## config.mk

```make
export PLATFORM = sky130hd
export DESIGN_NAME = jtpang_eeprom
export DESIGN_NICKNAME = d
export VERILOG_FILES = /design/src/rtl/jtpang_eeprom.sv
export SDC_FILE = /design/constraint.sdc
export NUM_CORES = 2
export LEC_CHECK = 0
export ABC_AREA = 0
export ABC_CLOCK_PERIOD_IN_PS = 3520
export CAP_MARGIN = 10
export CORE_AREA = 10 10 461 463
export CTS_CLUSTER_DIAMETER = 150
export DETAILED_ROUTE_END_ITERATION = 8
export DIE_AREA = 0 0 471 473
export SLEW_MARGIN = 20
export SYNTH_ARGS = -nofsm -noshare
export SYNTH_HDL_FRONTEND = slang
export SYNTH_SLANG_ARGS = --single-unit
```

## constraint.sdc

```tcl
create_clock -name clk -period 3.52 [get_ports clk]
set_input_delay 0.352 -clock clk [delete_from_list [all_inputs] [get_ports clk]]
set_output_delay 0.352 -clock clk [all_outputs]
set_load 0.01 [all_outputs]
```

## src/rtl/jtpang_eeprom.sv

```systemverilog
// Purpose: 93C46-style serial EEPROM model, 64 x 16-bit words, with a byte-wide dump/restore port.
// Latency: sdo is registered one clk after the sclk edge is detected; prog_din follows prog_addr by 1 clk.
// Backpressure: none; the host is paced by sclk, and bulk programming runs for BUSY_CYC clks with sdo held low.
module jtpang_eeprom #(
  parameter int BUSY_CYC = 512
) (
  input  logic       clk,
  input  logic       rst,
  input  logic       cs,
  input  logic       sclk,
  input  logic       sdi,
  output logic       sdo,
  input  logic [6:0] prog_addr,
  input  logic [7:0] prog_data,
  input  logic       prog_we,
  output logic [7:0] prog_din
);

  // One extra bit so that the "< 64" bulk-write window test also holds when BUSY_CYC is exactly 64
  localparam int BW = $clog2(BUSY_CYC) + 1;

  typedef enum logic [2:0] {IDLE, CMD, READ, WDATA, WAIT_CS, BUSY} state_t;

  state_t         state, state_nx;
  logic           sclk_q;
  logic           sclk_rise;
  logic           sdo_nx;
  logic           wen, wen_nx;
  logic [3:0]     cnt, cnt_nx;
  logic [7:0]     cmd_sr, cmd_nx;
  logic [15:0]    dat_sr, dat_nx;
  logic [BW-1:0]  busy_cnt, busy_nx;
  logic           mem_we;
  logic           ser_we;
  logic [5:0]     mem_wa;
  logic [15:0]    mem_wd;
  logic [15:0]    mem [64];

  // Opcode decode on the latched command; cmd_sr is {op[1:0], addr[5:0]}
  logic [1:0] op, ext;
  logic       is_write, is_erase, is_wral, is_eral, bulk, use_data, commit_ok;
  assign op        = cmd_sr[7:6];
  assign ext       = cmd_sr[5:4];
  assign is_write  = (op == 2'b01);
  assign is_erase  = (op == 2'b11);
  assign is_wral   = (op == 2'b00) && (ext == 2'b01);
  assign is_eral   = (op == 2'b00) && (ext == 2'b10);
  assign bulk      = is_wral | is_eral;
  assign use_data  = is_write | is_wral;
  assign commit_ok = wen & (is_write | is_erase | bulk);
  assign sclk_rise = sclk & ~sclk_q;
  // Reset must cut a bulk loop short without touching words already written
  assign ser_we    = mem_we & ~rst;

  // State and datapath registers; memory contents are deliberately outside reset
  always_ff @(posedge clk) begin
    sclk_q <= sclk;
    if (rst) begin
      state    <= IDLE;
      sdo      <= 1'b1;
      wen      <= 1'b0;
      cnt      <= '0;
      cmd_sr   <= '0;
      dat_sr   <= '0;
      busy_cnt <= '0;
    end else begin
      state    <= state_nx;
      sdo      <= sdo_nx;
      wen      <= wen_nx;
      cnt      <= cnt_nx;
      cmd_sr   <= cmd_nx;
      dat_sr   <= dat_nx;
      busy_cnt <= busy_nx;
    end
  end

  // Next-state, serial shifting, commit decisions and memory write request
  always_comb begin
    state_nx = state;
    sdo_nx   = sdo;
    wen_nx   = wen;
    cnt_nx   = cnt;
    cmd_nx   = cmd_sr;
    dat_nx   = dat_sr;
    busy_nx  = busy_cnt;
    mem_we   = 1'b0;
    mem_wa   = cmd_sr[5:0];
    mem_wd   = use_data ? dat_sr : 16'hFFFF;
    if (state == BUSY) begin
      sdo_nx  = 1'b0;
      busy_nx = busy_cnt + 1'b1;
      if (bulk && busy_cnt < BW'(64)) begin
        mem_we = 1'b1;
        mem_wa = busy_cnt[5:0];
      end
      if (busy_cnt == BW'(BUSY_CYC - 1)) begin
        state_nx = IDLE;
        sdo_nx   = 1'b1;
        busy_nx  = '0;
      end
    end else if (!cs) begin
      state_nx = IDLE;
      sdo_nx   = 1'b1;
      if (state == WAIT_CS && commit_ok) begin
        state_nx = BUSY;
        sdo_nx   = 1'b0;
        busy_nx  = '0;
        mem_we   = !bulk;
      end
    end else if (sclk_rise) begin
      case (state)
        IDLE: begin
          if (sdi) begin
            state_nx = CMD;
            cnt_nx   = '0;
          end
        end
        CMD: begin
          cmd_nx = {cmd_sr[6:0], sdi};
          cnt_nx = cnt + 4'd1;
          if (cnt == 4'd7) begin
            cnt_nx = '0;
            case (cmd_nx[7:6])
              2'b10: begin
                state_nx = READ;
                sdo_nx   = 1'b0;
              end
              2'b01: state_nx = WDATA;
              2'b11: state_nx = WAIT_CS;
              default: begin
                state_nx = (cmd_nx[5:4] == 2'b01) ? WDATA : WAIT_CS;
                if (cmd_nx[5:4] == 2'b11) wen_nx = 1'b1;
                if (cmd_nx[5:4] == 2'b00) wen_nx = 1'b0;
              end
            endcase
          end
        end
        READ: begin
          sdo_nx = mem[cmd_sr[5:0]][~cnt];
          cnt_nx = cnt + 4'd1;
          if (cnt == 4'd15) cmd_nx[5:0] = cmd_sr[5:0] + 6'd1;
        end
        WDATA: begin
          dat_nx = {dat_sr[14:0], sdi};
          cnt_nx = cnt + 4'd1;
          if (cnt == 4'd15) state_nx = WAIT_CS;
        end
        default: ;
      endcase
    end
  end

  // Memory writes: prog restore byte merge, then serial commit which wins on the same word
  always_ff @(posedge clk) begin
    if (prog_we && !(ser_we && mem_wa == prog_addr[6:1])) begin
      if (prog_addr[0]) mem[prog_addr[6:1]][7:0]  <= prog_data;
      else              mem[prog_addr[6:1]][15:8] <= prog_data;
    end
    if (ser_we) mem[mem_wa] <= mem_wd;
  end

  // Dump port: high byte at even byte addresses
  always_ff @(posedge clk) begin
    prog_din <= prog_addr[0] ? mem[prog_addr[6:1]][7:0] : mem[prog_addr[6:1]][15:8];
  end

endmodule
```

==> flow_summary.json <==
{
  "synthTopCellsByArea": "edfxtp_1 52%, mux4_2 10%, a21oi_1 9.3%",
  "hold_viol": 0,
  "maxCapViolCount": 0,
  "violations": "setup timing",
  "status": "finished, violations left",
  "max-slew-margin-rel": 0.165,
  "worstHoldPathType": "in2reg",
  "avgSynthCellArea_um2": 11.6,
  "core.rowCount": 166,
  "max_freq_mhz": 280,
  "r2r_cells": 11,
  "ant_nets": 0,
  "setup_viol": 1,
  "drt_wl_total_mm": 289,
  "final_core_util": 0.344,
  "async_flop_share": 0,
  "min_delay_path_depth": 1,
  "io_pins": 30,
  "rr_endpoint": "sdo",
  "port_buffers": 29,
  "grt_pass1_wl_mm": 393,
  "cts_tree": "yes",
  "syn_to_final_growth_pct": 19.4,
  "core-area_mm2": 0.204,
  "leakage_nw": 21.8,
  "synth_seq_cells": 1082,
  "drcViolationCount": 0,
  "dr.first_iter.drc_count": 9731,
  "vias": 51800,
  "hold_end": "sclk_q",
  "clockBufferDepth": 3,
  "worst_slack_ns": -0.0564,
  "grt_pass1_vias": 47700,
  "peakVddDrop_mv": 0.390,
  "track_usage": 0.247,
  "worst_setup_path_end_kind": "flop",
  "synth-main-ff-cell": "edfxtp_1",
  "setup_tns_ns": -0.0564,
  "synth_area_leader_cell": "edfxtp_1",
  "dieArea_mm2": 0.223,
  "power_density_mw_per_mm2": 414,
  "die_x_um": 471,
  "synth_commonest_cells": "1093 x a21oi_1, 1024 x edfxtp_1, 606 x nor2_1",
  "cts-root-buf": "clkbuf_16",
  "cts_hold_buf": 0,
  "ys_seq_area_frac": 0.544,
  "overflow": 0,
  "grt_max_degree": 65,
  "gp_congestion": 1.02,
  "clkSinkCount": 1082,
  "fin_nets": 5316,
  "yosysMostFrequentCell": "a21oi_1",
  "htree_levels": 3,
  "path_class": "reg2reg",
  "cp_max_fo": 23,
  "hold_start": "sclk",
  "numCtsBuffers": 115,
  "skew_ns": 0.0391,
  "clkTransAtPathRegs_ns": 0.07,
  "cp.arrival_ns": 4.31,
  "yosysWarnings": 0,
  "drt_first_pass_iters": 6,
  "rsz0062_at_grt": "false",
  "dp_hpwl_mm": 204,
  "synthesis.area_mm2": 0.0587,
  "tightestPinTransition_ns": 1.25,
  "synth_top_area_frac": 0.524,
  "fin_crit_sh": 1.02,
  "antenna_found_initial": 23,
  "initial_core_util": 0.288,
  "synth-edff-count": 1024,
  "ff2ff_setup_slack_ns": -0.06,
  "critPathLaunchType": "flop",
  "synth.net_count": 5107,
  "clk_latency_ns": 0.80,
  "netlist_instances": 5076,
  "die_h_um": 473,
  "drv_slew": 0,
  "fin_crit_ns": 3.58,
  "layout-drive-gt1-share": 0.227,
  "critPathRequiredTime_ns": 4.25,
  "synth_cell_types": 79,
  "avgRoutedWirePerCell_um": 35.7,
  "viasPerCell": 6.40
}
==> state kept, by name, summed over array words and instances (netlist names), named ones only <==
| register | count |
|---|---|
| state | 3 |
| dat_sr | 16 |
| wen | 1 |
| prog_din | 8 |
| sdo | 1 |
| cnt | 4 |
| mem | 1024 |
| busy_cnt | 10 |
| cmd_sr | 8 |
| sclk_q | 1 |
==> per-layer routing <==
layer,vias to the layer above,global-route usage,part of all wire
li1,20500,-,-
met1,25700,0.319,0.36
met2,4645,0.367,0.43
met3,887,0.0728,0.14
met4,14,0.142,0.069
met5,-,0,0.00031
==> critical path, stage by stage (launching register included) <==
cell and delay, ns:
dfxtp_4 0.70, buf_12 0.30, buf_4 0.25, mux4_2 0.21, mux2i_1 0.06, mux2i_1 0.76, nand3_1 0.15, nand4b_1 0.13
nor4_1 0.07, buf_4 0.15, a2111oi_0 0.48, a311o_1 0.21
==> cell families after synthesis <==
family,share of synthesized area
flip-flops,0.544
AO/OA/AOI/OAI,0.203
adder cells (fa/ha/maj),0.00213
AND/OR/NAND/NOR,0.0876
buffers and inverters,0.0459
XOR/XNOR,0.00224
multiplexers,0.115
==> metrics by stage <==
step	power (W)	setup WS [ns]	hold slack, ns	instances	instance area, um^2
floorplan	0.0155	0.319	0.380	5076	58700
global placement	0.0166	-0.394	0.449	7851	66000
detailed placement	0.0166	-0.409	0.456	7851	66000
CTS	0.0289	0.0165	0.00943	8067	69800
global route	0.0296	0.00598	0.0690	8077	70000
finish	0.0290	-0.0564	0.0578	8087	70000
==> report_power, final <==
group | internal [W] | total (W) | switching, W
Sequential | 0.0141 | 0.0142 | 0.0000693
Combinational | 0.000765 | 0.00228 | 0.00151
Clock | 0.00695 | 0.0125 | 0.00559
==> what timing repair did <==
action,CTS,global route
gates resized for setup,14,14
pin swaps,0,2
setup buffers,0,4
endpoints found under the setup margin,317,994
==> cells in the final DEF, fill, tap and decap left out, types with 18 or more instances in the layout <==
cell	netlist	final
nor2_4	48	64
a21oi_1	1093	1093
nand3_1	37	37
buf_4	71	518
a221oi_1	38	38
o22ai_1	137	131
clkinv_1	0	20
a22oi_1	463	463
mux2i_1	58	53
clkbuf_1	323	24
nor2b_1	30	30
o21ai_0	50	50
a22o_1	37	37
nor2_1	606	589
o211ai_1	23	23
dfxtp_1	58	52
nand4_1	96	96
edfxtp_1	1024	1024
clkdlybuf4s50_1	0	18
clkbuf_16	0	116
mux2_2	20	20
a41oi_1	30	30
mux4_2	263	263
buf_12	0	115
nand2_1	134	134
clkinv_2	0	20
a31oi_1	21	21
==> cell type report <==
class / instances / area (um^2)
Fill cell: 20000 / 134000
Sequential cell: 1082 / 31900
Multi-Input combinational cell: 3407 / 24400
Timing Repair Buffer: 665 / 6480
Tap cell: 2688 / 3360
Clock buffer: 147 / 3090
Clock inverter: 69 / 691
Inverter: 14 / 52.6
Antenna cell: 15 / 37.5
==> worst max path at each step <==
stage / to / cells past startpoint
floorplan: mem[63][10] / 10
global placement: sdo / 9
detailed placement: sdo / 9
CTS: mem[60][14] / 12
global route: sdo / 11
finish: sdo / 11
(Power assumes the default switching activity.)
